### config.mk
export PLATFORM = sky130hd
export DESIGN_NAME = pipeline_trace_buffer
export DESIGN_NICKNAME = d
export VERILOG_FILES = /design/src/rtl/pipeline_trace_buffer.sv
export SDC_FILE = /design/constraint.sdc
export NUM_CORES = 2
export LEC_CHECK = 0
export ABC_AREA = 1
export CORE_UTILIZATION = 55
export CTS_CLUSTER_SIZE = 20
export DETAILED_ROUTE_END_ITERATION = 6
export PLACE_DENSITY_LB_ADDON = 0.12
export RECOVER_POWER = 50
export SYNTH_ARGS = -nofsm -noshare
export SYNTH_HDL_FRONTEND = slang
export SYNTH_SLANG_ARGS = --single-unit
### constraint.sdc
create_clock -name clk_i -period 10.49 [get_ports clk_i]
set_clock_uncertainty 0.2 [all_clocks]
set_input_delay 3.147 -clock clk_i [delete_from_list [all_inputs] [get_ports clk_i]]
set_output_delay 3.147 -clock clk_i [all_outputs]
set_load 0.005 [all_outputs]
### src/rtl/pipeline_trace_buffer.sv
// rtl/pipeline_trace_buffer.sv - retire-trace circular buffer with class counters and PC trigger
module pipeline_trace_buffer #(
    parameter int DEPTH     = 16,
    parameter int PC_W      = 32,
    parameter int DATA_W    = 32,
    parameter int SEQ_W     = 16,
    parameter int CNT_W     = 16,
    parameter int POST_TRIG = 8,
    localparam int AW       = $clog2(DEPTH)
) (
    input  logic              clk_i,
    input  logic              rst_ni,
    input  logic [1:0]        mode_i,
    input  logic              clear_i,
    input  logic              cap_valid_i,
    input  logic [PC_W-1:0]   cap_pc_i,
    input  logic [31:0]       cap_instr_i,
    input  logic [DATA_W-1:0] cap_wd_i,
    input  logic [PC_W-1:0]   trig_pc_i,
    input  logic              rd_ready_i,
    output logic              rd_valid_o,
    output logic [SEQ_W-1:0]  rd_seq_o,
    output logic [PC_W-1:0]   rd_pc_o,
    output logic [31:0]       rd_instr_o,
    output logic [DATA_W-1:0] rd_wd_o,
    output logic [AW:0]       count_o,
    output logic              full_o,
    output logic              overflow_o,
    output logic              triggered_o,
    input  logic [2:0]        cnt_sel_i,
    output logic [CNT_W-1:0]  cnt_out_o
);

    localparam logic [AW:0]      DEPTH_C   = (AW+1)'(DEPTH);
    localparam logic [AW:0]      POST_LAST = (AW+1)'(POST_TRIG);
    localparam logic [CNT_W-1:0] CNT_MAX   = {CNT_W{1'b1}};

    typedef enum logic [2:0] {
        ST_IDLE,
        ST_RUN,
        ST_ARMED,
        ST_POST,
        ST_DONE
    } state_e;

    // Each mode has a single state the FSM (re)starts from.
    function automatic state_e entry_of(input logic [1:0] m);
        case (m)
            2'b00:   return ST_IDLE;
            2'b11:   return ST_ARMED;
            default: return ST_RUN;
        endcase
    endfunction

    state_e            state_q, state_d;
    logic [1:0]        mode_q;
    logic [AW:0]       post_cnt_q, post_cnt_d;
    logic [AW-1:0]     wr_ptr_q, wr_ptr_d;
    logic [AW-1:0]     rd_ptr_q, rd_ptr_d;
    logic [AW:0]       count_q, count_d;
    logic              overflow_q, overflow_d;
    logic              triggered_q, triggered_d;
    logic [SEQ_W-1:0]  seq_q;
    logic [CNT_W-1:0]  cls_cnt_q [8];
    logic [CNT_W-1:0]  cnt_out_q;

    logic [SEQ_W-1:0]  seq_mem   [DEPTH];
    logic [PC_W-1:0]   pc_mem    [DEPTH];
    logic [31:0]       instr_mem [DEPTH];
    logic [DATA_W-1:0] wd_mem    [DEPTH];

    logic              store_req;
    logic              trig_hit;
    logic              wr_en;
    logic              pop;
    logic              full_w;
    logic              rd_valid_w;
    logic              cnt_en;
    logic [5:0]        op;
    logic [5:0]        fn;
    logic [2:0]        cls;

    assign op         = cap_instr_i[31:26];
    assign fn         = cap_instr_i[5:0];
    assign full_w     = (count_q == DEPTH_C);
    assign rd_valid_w = (count_q != '0);
    assign pop        = rd_valid_w && rd_ready_i && !clear_i;
    assign cnt_en     = cap_valid_i && (mode_i != 2'b00) && !clear_i;

    // Classify the retiring instruction; NOP takes priority over sll's zero funct.
    always_comb begin
        cls = 3'd7;
        if (cap_instr_i == 32'd0) begin
            cls = 3'd0;
        end else if (op == 6'd0 && (fn == 6'd32 || fn == 6'd34 || fn == 6'd36 ||
                                    fn == 6'd37 || fn == 6'd0)) begin
            cls = 3'd1;
        end else if (op == 6'd0 && (fn == 6'd25 || fn == 6'd10 || fn == 6'd12)) begin
            cls = 3'd2;
        end else if (op == 6'd35 || op == 6'd43) begin
            cls = 3'd3;
        end else if (op == 6'd4) begin
            cls = 3'd4;
        end else if (op == 6'd2 || op == 6'd8) begin
            cls = 3'd5;
        end else if (op == 6'd12) begin
            cls = 3'd6;
        end
    end

    // Capture FSM next state: decides whether this cycle's retire is offered to the buffer.
    always_comb begin
        state_d    = state_q;
        post_cnt_d = post_cnt_q;
        store_req  = 1'b0;
        trig_hit   = 1'b0;
        if (mode_i != mode_q) begin
            state_d = entry_of(mode_i);
        end else begin
            case (state_q)
                ST_RUN: begin
                    store_req = cap_valid_i;
                end
                ST_ARMED: begin
                    if (cap_valid_i && cap_pc_i == trig_pc_i) begin
                        store_req  = 1'b1;
                        trig_hit   = 1'b1;
                        post_cnt_d = {{AW{1'b0}}, 1'b1};
                        state_d    = (POST_TRIG == 1) ? ST_DONE : ST_POST;
                    end
                end
                ST_POST: begin
                    if (cap_valid_i) begin
                        store_req  = 1'b1;
                        post_cnt_d = post_cnt_q + 1'b1;
                        if (post_cnt_q + 1'b1 == POST_LAST) begin
                            state_d = ST_DONE;
                        end
                    end
                end
                default: ;
            endcase
        end
        if (clear_i) begin
            state_d    = entry_of(mode_i);
            post_cnt_d = '0;
            store_req  = 1'b0;
            trig_hit   = 1'b0;
        end
    end

    // Buffer bookkeeping: pop is taken before push, so a full buffer with a pop accepts the push.
    always_comb begin
        wr_en       = 1'b0;
        wr_ptr_d    = wr_ptr_q;
        rd_ptr_d    = rd_ptr_q;
        count_d     = count_q;
        overflow_d  = overflow_q;
        triggered_d = triggered_q || trig_hit;
        if (pop) begin
            rd_ptr_d = rd_ptr_q + 1'b1;
            count_d  = count_q - 1'b1;
        end
        if (store_req) begin
            if (pop || !full_w) begin
                wr_en    = 1'b1;
                wr_ptr_d = wr_ptr_q + 1'b1;
                count_d  = pop ? count_q : count_q + 1'b1;
            end else if (mode_i == 2'b01) begin
                wr_en      = 1'b1;
                wr_ptr_d   = wr_ptr_q + 1'b1;
                rd_ptr_d   = rd_ptr_q + 1'b1;
                overflow_d = 1'b1;
            end else begin
                overflow_d = 1'b1;
            end
        end
        if (clear_i) begin
            wr_en       = 1'b0;
            wr_ptr_d    = '0;
            rd_ptr_d    = '0;
            count_d     = '0;
            overflow_d  = 1'b0;
            triggered_d = 1'b0;
        end
    end

    // Control state registers.
    always_ff @(posedge clk_i or negedge rst_ni) begin
        if (!rst_ni) begin
            state_q     <= ST_IDLE;
            mode_q      <= 2'b00;
            post_cnt_q  <= '0;
            wr_ptr_q    <= '0;
            rd_ptr_q    <= '0;
            count_q     <= '0;
            overflow_q  <= 1'b0;
            triggered_q <= 1'b0;
        end else begin
            state_q     <= state_d;
            mode_q      <= mode_i;
            post_cnt_q  <= post_cnt_d;
            wr_ptr_q    <= wr_ptr_d;
            rd_ptr_q    <= rd_ptr_d;
            count_q     <= count_d;
            overflow_q  <= overflow_d;
            triggered_q <= triggered_d;
        end
    end

    // Sequence number and saturating per-class counters advance on every retire while enabled.
    always_ff @(posedge clk_i or negedge rst_ni) begin
        if (!rst_ni) begin
            seq_q     <= '0;
            cnt_out_q <= '0;
            for (int i = 0; i < 8; i++) begin
                cls_cnt_q[i] <= '0;
            end
        end else if (clear_i) begin
            seq_q     <= '0;
            cnt_out_q <= '0;
            for (int i = 0; i < 8; i++) begin
                cls_cnt_q[i] <= '0;
            end
        end else begin
            cnt_out_q <= cls_cnt_q[cnt_sel_i];
            if (cnt_en) begin
                seq_q <= seq_q + 1'b1;
            end
            for (int i = 0; i < 8; i++) begin
                if (cnt_en && cls == 3'(i) && cls_cnt_q[i] != CNT_MAX) begin
                    cls_cnt_q[i] <= cls_cnt_q[i] + 1'b1;
                end
            end
        end
    end

    // Record storage; contents need no reset because count gates visibility.
    always_ff @(posedge clk_i) begin
        if (wr_en) begin
            seq_mem[wr_ptr_q]   <= seq_q;
            pc_mem[wr_ptr_q]    <= cap_pc_i;
            instr_mem[wr_ptr_q] <= cap_instr_i;
            wd_mem[wr_ptr_q]    <= cap_wd_i;
        end
    end

    assign rd_valid_o  = rd_valid_w;
    assign rd_seq_o    = rd_valid_w ? seq_mem[rd_ptr_q]   : '0;
    assign rd_pc_o     = rd_valid_w ? pc_mem[rd_ptr_q]    : '0;
    assign rd_instr_o  = rd_valid_w ? instr_mem[rd_ptr_q] : '0;
    assign rd_wd_o     = rd_valid_w ? wd_mem[rd_ptr_q]    : '0;
    assign count_o     = count_q;
    assign full_o      = full_w;
    assign overflow_o  = overflow_q;
    assign triggered_o = triggered_q;
    assign cnt_out_o   = cnt_out_q;

endmodule

== Word-level counts from Yosys, hierarchy flattened ==
Memories as Yosys holds them, arrays and structs flattened.
Index checks and enable logic that the tools add are counted.

* $lt $le $gt $ge: 1
* Bitwise gates (word level): 1
* $add $sub $neg: 14
* Mux-type cells: 70
* Equality and inequality tests: 45
* Reductions and logical operators: 59

{| class="wikitable"
|+ Operators with widths
! cell !! count
|-
| two-way mux 16 bit || 14
|-
| adder 16 x 1 -> 16 bit, second input constant || 9
|-
| two-way mux 128 bit || 1
|-
| inequality test 16 bit, second input constant || 8
|-
| two-way mux 32 bit || 3
|-
| binary-select mux 16 bit (select 3 bit) || 1
|-
| two-way mux 5 bit || 9
|-
| equality test 6 bit, second input constant || 6
|-
| two-way mux 4 bit || 9
|-
| equality test 32 bit || 1
|-
| logical NOT 32 bit || 1
|-
| two-way mux 3 bit || 9
|-
| equality test 6 x 4 -> 1 bit, second input constant || 4
|-
| logical AND 1 bit || 23
|-
| nonzero test 2 bit || 11
|-
| two-way mux 1 bit || 18
|-
| inequality test 4 bit, second input constant || 4
|-
| equality test 3 x 2 -> 1 bit, second input constant || 4
|-
| equality test 3 bit, second input constant || 4
|-
| logical NOT 6 bit || 2
|-
| adder 5 x 1 -> 5 bit, second input constant || 2
|-
| logical OR 1 bit || 10
|-
| one-hot mux 5 bit (2 select lines) || 1
|-
| adder 4 x 1 -> 4 bit, second input constant || 2
|-
| 26 further kinds || 34
|}

* Flip-flop bits (word level): 185
* Logic and storage cells: 212
* Output and inout bits: 137
* Bits in writable memories: 1792
* Input port bits: 138
* Memories: 4

{| class="wikitable"
|+ Memories
! name !! words !! bits a word !! read ports !! clocked after Yosys merged registers in !! write ports !! RTL line !! source
|-
| instr_mem || 16 || 32 || 1 || 0 || 1 || 69 || <nowiki>logic [31:0] instr_mem [DEPTH];</nowiki>
|-
| pc_mem || 16 || 32 || 1 || 0 || 1 || 68 || <nowiki>logic [PC_W-1:0] pc_mem [DEPTH];</nowiki>
|-
| wd_mem || 16 || 32 || 1 || 0 || 1 || 70 || <nowiki>logic [DATA_W-1:0] wd_mem [DEPTH];</nowiki>
|-
| seq_mem || 16 || 16 || 1 || 0 || 1 || 67 || <nowiki>logic [SEQ_W-1:0] seq_mem [DEPTH];</nowiki>
|}

== Logic depth before layout (Yosys ltp) ==
* Depth after elaboration: 13
* Depth in mapped cells: 16
* Depth with buffers taken out: 15

== Least setup slack after synthesis ==
OpenSTA, ideal clock, no wires.

* Kind: input to register
* From: input port trig_pc_i[25]
* To: memory instr_mem[4][0], enable pin
* Setup time: 720 ps
* Path buffers: 1
* Setup slack: -2067 ps
* Data arrival time: 11637 ps
* Required time: 9570 ps
* Cell stages on the path: 13
* Path through: inv_1 nand2_1 nand2_1 nor2_1 nand2_1 nor2_1 nand2_1 nor2_1 nand3_1 nand2_1 buf_4 nand3_4 nor3_1

* Cells in the longest elaborated chain, start to end: 10

{| class="wikitable"
|+ Ends and longest elaborated chain
! item !! RTL line !! source
|-
| from (decl) || 19 || <nowiki>input logic [PC_W-1:0] trig_pc_i,</nowiki>
|-
| equality test 32 bit || 125 || <nowiki>if (cap_valid_i && cap_pc_i == trig_pc_i) begin</nowiki>
|-
| logical AND 1 bit || 125 ||
|-
| two-way mux 1 bit || 125 ||
|-
| one-hot mux 1 bit (3 select lines) || 120 || <nowiki>case (state_q)</nowiki>
|-
| two-way mux 1 bit || 117 || <nowiki>if (mode_i != mode_q) begin</nowiki>
|-
| two-way mux 1 bit || 144 || <nowiki>if (clear_i) begin</nowiki>
|-
| two-way mux 1 bit || 164 || <nowiki>if (store_req) begin</nowiki>
|-
| two-way mux 1 bit || 178 || <nowiki>if (clear_i) begin</nowiki>
|-
| two-way mux 1 bit || 240 || <nowiki>if (wr_en) begin</nowiki>
|-
| two-way mux 1 bit (not written as such) || 243 || <nowiki>instr_mem[wr_ptr_q] <= cap_instr_i;</nowiki>
|-
| to (decl) || 69 ||
|}

Every way passes these cells.

== Worst setup path after layout ==
* From: register rd_ptr_q[0]
* To: output port rd_seq_o[13]

* Cells in the longest elaborated chain, start to end: 2

{| class="wikitable"
|+ Ends and longest elaborated chain
! item !! RTL line !! source
|-
| from (decl) || 59 || <nowiki>logic [AW-1:0] rd_ptr_q, rd_ptr_d;</nowiki>
|-
| from (signal assigned) || 204 || <nowiki>rd_ptr_q <= rd_ptr_d;</nowiki>
|-
| memory read (16 x 16 bit) || - ||
|-
| two-way mux 16 bit || 249 || <nowiki>assign rd_seq_o = rd_valid_w ? seq_mem[rd_ptr_q] : '0;</nowiki>
|-
| to (decl) || 22 || <nowiki>output logic [SEQ_W-1:0] rd_seq_o,</nowiki>
|}

Every way passes these cells.

==> run summary <==
SYNTHESIS
------------------------------------------------------------------------------
Fraction of registers with async set/reset                               9.36%
Synthesis-stage register bit count                                       1,977
Synth Net Count                                                          6,819
Instance count of the mapped netlist                                     6,661
Count of different cell masters after synthesis                             55
Flip-flop cell with the highest count after synthesis             sky130_fd_sc_hd__edfxtp_1
Yosys warning count                                                          0
Portion of the post-synthesis area used by sequential elements           71.2%
Post-Syn Area                                                       0.0821 mm2
Average size of a mapped cell                                         12.3 um2
Number of enable-type register cells in the synthesized netlist          1,792

POWER AND IR DROP
------------------------------------------------------------------------------
Total power per unit cell area                                      197 mW/mm2
Register share of total power                                            47.7%
Internal Power                                                         13.3 mW
Worst vdd rail ir drop                                                  153 uV
Static leakage power                                                   30.6 nW
Combinational group share of total power                                 15.1%
Clk pwr share                                                            37.2%
Switching power summed over all nets                                   4.85 mW
Switching share of power                                                 26.7%

LAYOUT
------------------------------------------------------------------------------
Area overhead of the layout relative to synthesis                        12.6%
Fraction of layout cells with a size suffix above 1                      6.13%
Post-layout nets                                                         6,907

WORST SETUP PATH
------------------------------------------------------------------------------
Crit path capture type                                              output pin
Largest fanout on the critical path                                        280
Launch point of the critical path                                  rd_ptr_q[0]
Req. time, crit path                                                   7.14 ns
FF-to-FF Start                                                      state_q[0]
Data arrival time of the critical path                                 5.18 ns
Slack of the worst reg-to-reg path                                     6.54 ns
Crit start category                                                       flop
Worst r2r path cells                                                         8
Category of the critical setup timing path                             reg2out

DIE
------------------------------------------------------------------------------
I/O Pins                                                                   275
Initial core utilization                                                 55.5%
Cell row count                                                             141
Area of the core region                                              0.148 mm2
Area enclosed by the die boundary                                    0.151 mm2
Die Ht                                                                  388 um
Width of the chip                                                       388 um

STA
------------------------------------------------------------------------------
Unrepaired setup endpoints after global routing                             no
Final number of hold-violating endpoints                                     0
Final Max Tran Viols                                                       102
Transition time at the pin with the least slew margin                  3.53 ns
Final worst path period need                                           8.53 ns
Tightest slew margin relative to the limit                               -135%
Post-route clock period utilization                                      81.3%
Final count of negative-setup-slack endpoints                                0
Post-Route Setup TNS                                                      0 ns
Max Freq                                                             0.117 GHz
Hold Slack                                                            0.301 ns

HOLD PATH
------------------------------------------------------------------------------
Kind of path behind the tightest hold check                            reg2reg
Min-delay src                                                      triggered_o
Hold Path Depth                                                              2

CLOCK TREE
------------------------------------------------------------------------------
Clock root buffer                                                 sky130_fd_sc_hd__clkbuf_16
Number of buffers created by CTS                                           196
Clock transition at the registers of the reported paths                0.06 ns
Hold bufs inserted after CTS                                                 0
CTS tree                                                                 built
Later-pin clock latency in the skew report                             0.83 ns
Clock tree buffer depth                                                      3
Number of buffers added for setup after CTS                                  0
CTS H-tree lvls                                                              4
Clock sink count                                                         1,977
Post-cts gate resize count                                                   0

RUN STATUS
------------------------------------------------------------------------------
Failing checks                                                    design-rule violations, max-capacitance violations, max-slew violations
Outcome                                                           finished, violations left

DRT
------------------------------------------------------------------------------
Via count normalized by instance count                                    6.22
Detailed Route WL                                                       218 mm
Initial detailed-routing violation count                                 5,819
Residual DRC count                                                           1
Vias post-DR                                                             55.0k
Antenna-violating nets left                                                  0
Average detailed-routed wire length per instance                       24.6 um
Count of TritonRoute iterations in the first routing pass                    7

GLOBAL ROUTING
------------------------------------------------------------------------------
Wire length of the first global-routing pass                            329 mm
Grt ovf                                                                      0
Vias in the first global route                                           53.4k
Initial antenna violation count                                             21
Maximum number of pins on one net before global-route repair               299
All-layer global routing usage                                           28.7%

PLACED DESIGN
------------------------------------------------------------------------------
Count of port buffers added during placement                               274
Final GP Congestion                                                      0.867
Placed wire-length estimate                                             109 mm

FLOW RUN
------------------------------------------------------------------------------
Max-cap check violation count                                                2

==> cells in the final DEF, fill, tap and decap left out, types with 181 or more instances in the layout <==
cell type                   netlist  routed
sky130_fd_sc_hd__nand2_1        432     433
sky130_fd_sc_hd__nor2_1        1061    1051
sky130_fd_sc_hd__edfxtp_1      1792    1792
sky130_fd_sc_hd__inv_1          231     228
sky130_fd_sc_hd__o21ai_0       1035    1036
sky130_fd_sc_hd__nand3_1        253     253
sky130_fd_sc_hd__dfrtp_1        185     181
sky130_fd_sc_hd__o221ai_1       301     301
sky130_fd_sc_hd__a21oi_1        194     194
sky130_fd_sc_hd__clkbuf_16        0     202
==> worst max-delay path: stages, from the launching register on <==
cell and delay [ns]:
sky130_fd_sc_hd__dfrtp_4 0.59, sky130_fd_sc_hd__buf_4 0.82, sky130_fd_sc_hd__buf_12 0.77, sky130_fd_sc_hd__o21ai_0 0.27, sky130_fd_sc_hd__o221ai_1 0.22, sky130_fd_sc_hd__o211ai_1 0.14
sky130_fd_sc_hd__a21oi_1 0.83, sky130_fd_sc_hd__clkdlybuf4s50_1 0.66
==> layer usage <==
| metal | wire, um | global-route usage (%) | vias to the layer above |
|---|---|---|---|
| li1 | - | - | 25000 |
| met3 | 16100 | 4.26 | 359 |
| met4 | 6340 | 9.50 | 2 |
| met5 | 7 | 0 | - |
| met1 | 93100 | 41.2 | 27500 |
| met2 | 102000 | 45.2 | 2261 |
==> registers in the layout, indices dropped and copies added (netlist names), 5 cells and up <==
| name | cells |
|---|---|
| pc_mem | 512 |
| seq_mem | 256 |
| wd_mem | 512 |
| count_o | 5 |
| cnt_out_o | 16 |
| seq_q | 16 |
| post_cnt_q | 5 |
| instr_mem | 512 |
| cls_cnt_q | 128 |
==> path summary, 6_finish.rpt <==
check | end
setup / recovery | rd_seq_o[13]
hold / removal | triggered_o
setup reg to reg | wd_mem[2][20]
hold reg to reg | triggered_o
max in group asynchronous | count_o[1]
min in group asynchronous | cls_cnt_q[103]
==> area by class of cell <==
cell class	instances	area, um2
fill	11200	55400
timing repair buffer	348	3570
clock inverter	95	785
antenna	9	22.5
tap	1930	2410
inverter	241	951
clock buffer	260	5350
multi-input combinational	3985	20900
sequential	1977	58500
==> power groups by stage <==
stage	Combinational (mW)	Sequential [mW]	Clock (mW)
floorplan	1.54	8.80	0
CTS	2.76	8.68	6.84
global route	2.98	8.68	7.12
global placement	2.71	8.84	0
finish	2.75	8.68	6.76
detailed placement	2.74	8.84	0
==> cell usage after synthesis, types with 8 or more instances <==
| library cell | n | area share (%) |
|---|---|---|
| sky130_fd_sc_hd__edfxtp_1 | 1792 | 66 |
| sky130_fd_sc_hd__inv_1 | 231 | 1.1 |
| sky130_fd_sc_hd__clkbuf_1 | 330 | 1.5 |
| sky130_fd_sc_hd__xnor2_1 | 16 | 0.17 |
| sky130_fd_sc_hd__buf_1 | 24 | 0.11 |
| sky130_fd_sc_hd__nand2_1 | 432 | 2.0 |
| sky130_fd_sc_hd__nand3_1 | 253 | 1.5 |
| sky130_fd_sc_hd__o211ai_1 | 149 | 1.4 |
| sky130_fd_sc_hd__dfrtp_1 | 185 | 5.6 |
| sky130_fd_sc_hd__xor2_1 | 77 | 0.82 |
| sky130_fd_sc_hd__nor3_1 | 61 | 0.37 |
| sky130_fd_sc_hd__ha_1 | 20 | 0.30 |
| sky130_fd_sc_hd__nand3_2 | 13 | 0.16 |
| sky130_fd_sc_hd__o21ai_0 | 1035 | 6.3 |
| sky130_fd_sc_hd__o22ai_1 | 147 | 1.1 |
| sky130_fd_sc_hd__nor3_2 | 9 | 0.11 |
| sky130_fd_sc_hd__nor2_1 | 1061 | 4.9 |
| sky130_fd_sc_hd__buf_4 | 15 | 0.14 |
| sky130_fd_sc_hd__o31ai_1 | 18 | 0.16 |
| sky130_fd_sc_hd__o21ai_1 | 32 | 0.20 |
| sky130_fd_sc_hd__buf_2 | 79 | 0.48 |
| sky130_fd_sc_hd__nor2_2 | 8 | 0.061 |
| sky130_fd_sc_hd__a21oi_1 | 194 | 1.2 |
| sky130_fd_sc_hd__o221ai_1 | 301 | 3.2 |
| sky130_fd_sc_hd__nand4_1 | 67 | 0.51 |
| sky130_fd_sc_hd__nor4_1 | 22 | 0.17 |
| sky130_fd_sc_hd__a31oi_1 | 17 | 0.13 |
| sky130_fd_sc_hd__or2_2 | 11 | 0.084 |
| sky130_fd_sc_hd__buf_6 | 10 | 0.14 |
==> per-stage QoR <==
step	power, mW	std cells	setup WS [ns]	util [%]	cell area (um2)
3_5_place_dp	11.6	8481	2.32	58.4	86300
3_3_place_gp	11.6	8481	2.35	58.4	86300
6_report	18.2	8845	1.96	62.5	92400
2_1_floorplan	10.3	6661	0.914	-	82100
5_1_grt	18.8	8841	1.71	62.5	92400
4_1_cts	18.3	8836	1.95	62.6	92500
==> cell families after synthesis <==
family / synth area share [%]
compound gates: 13.8
xor+xnor: 1.01
fa+ha+maj: 0.305
buf+inv: 3.48
flops: 71.2
mux: 0.0274
simple gates: 10.2
No activity file was read; power rests on OpenSTA's default activity.
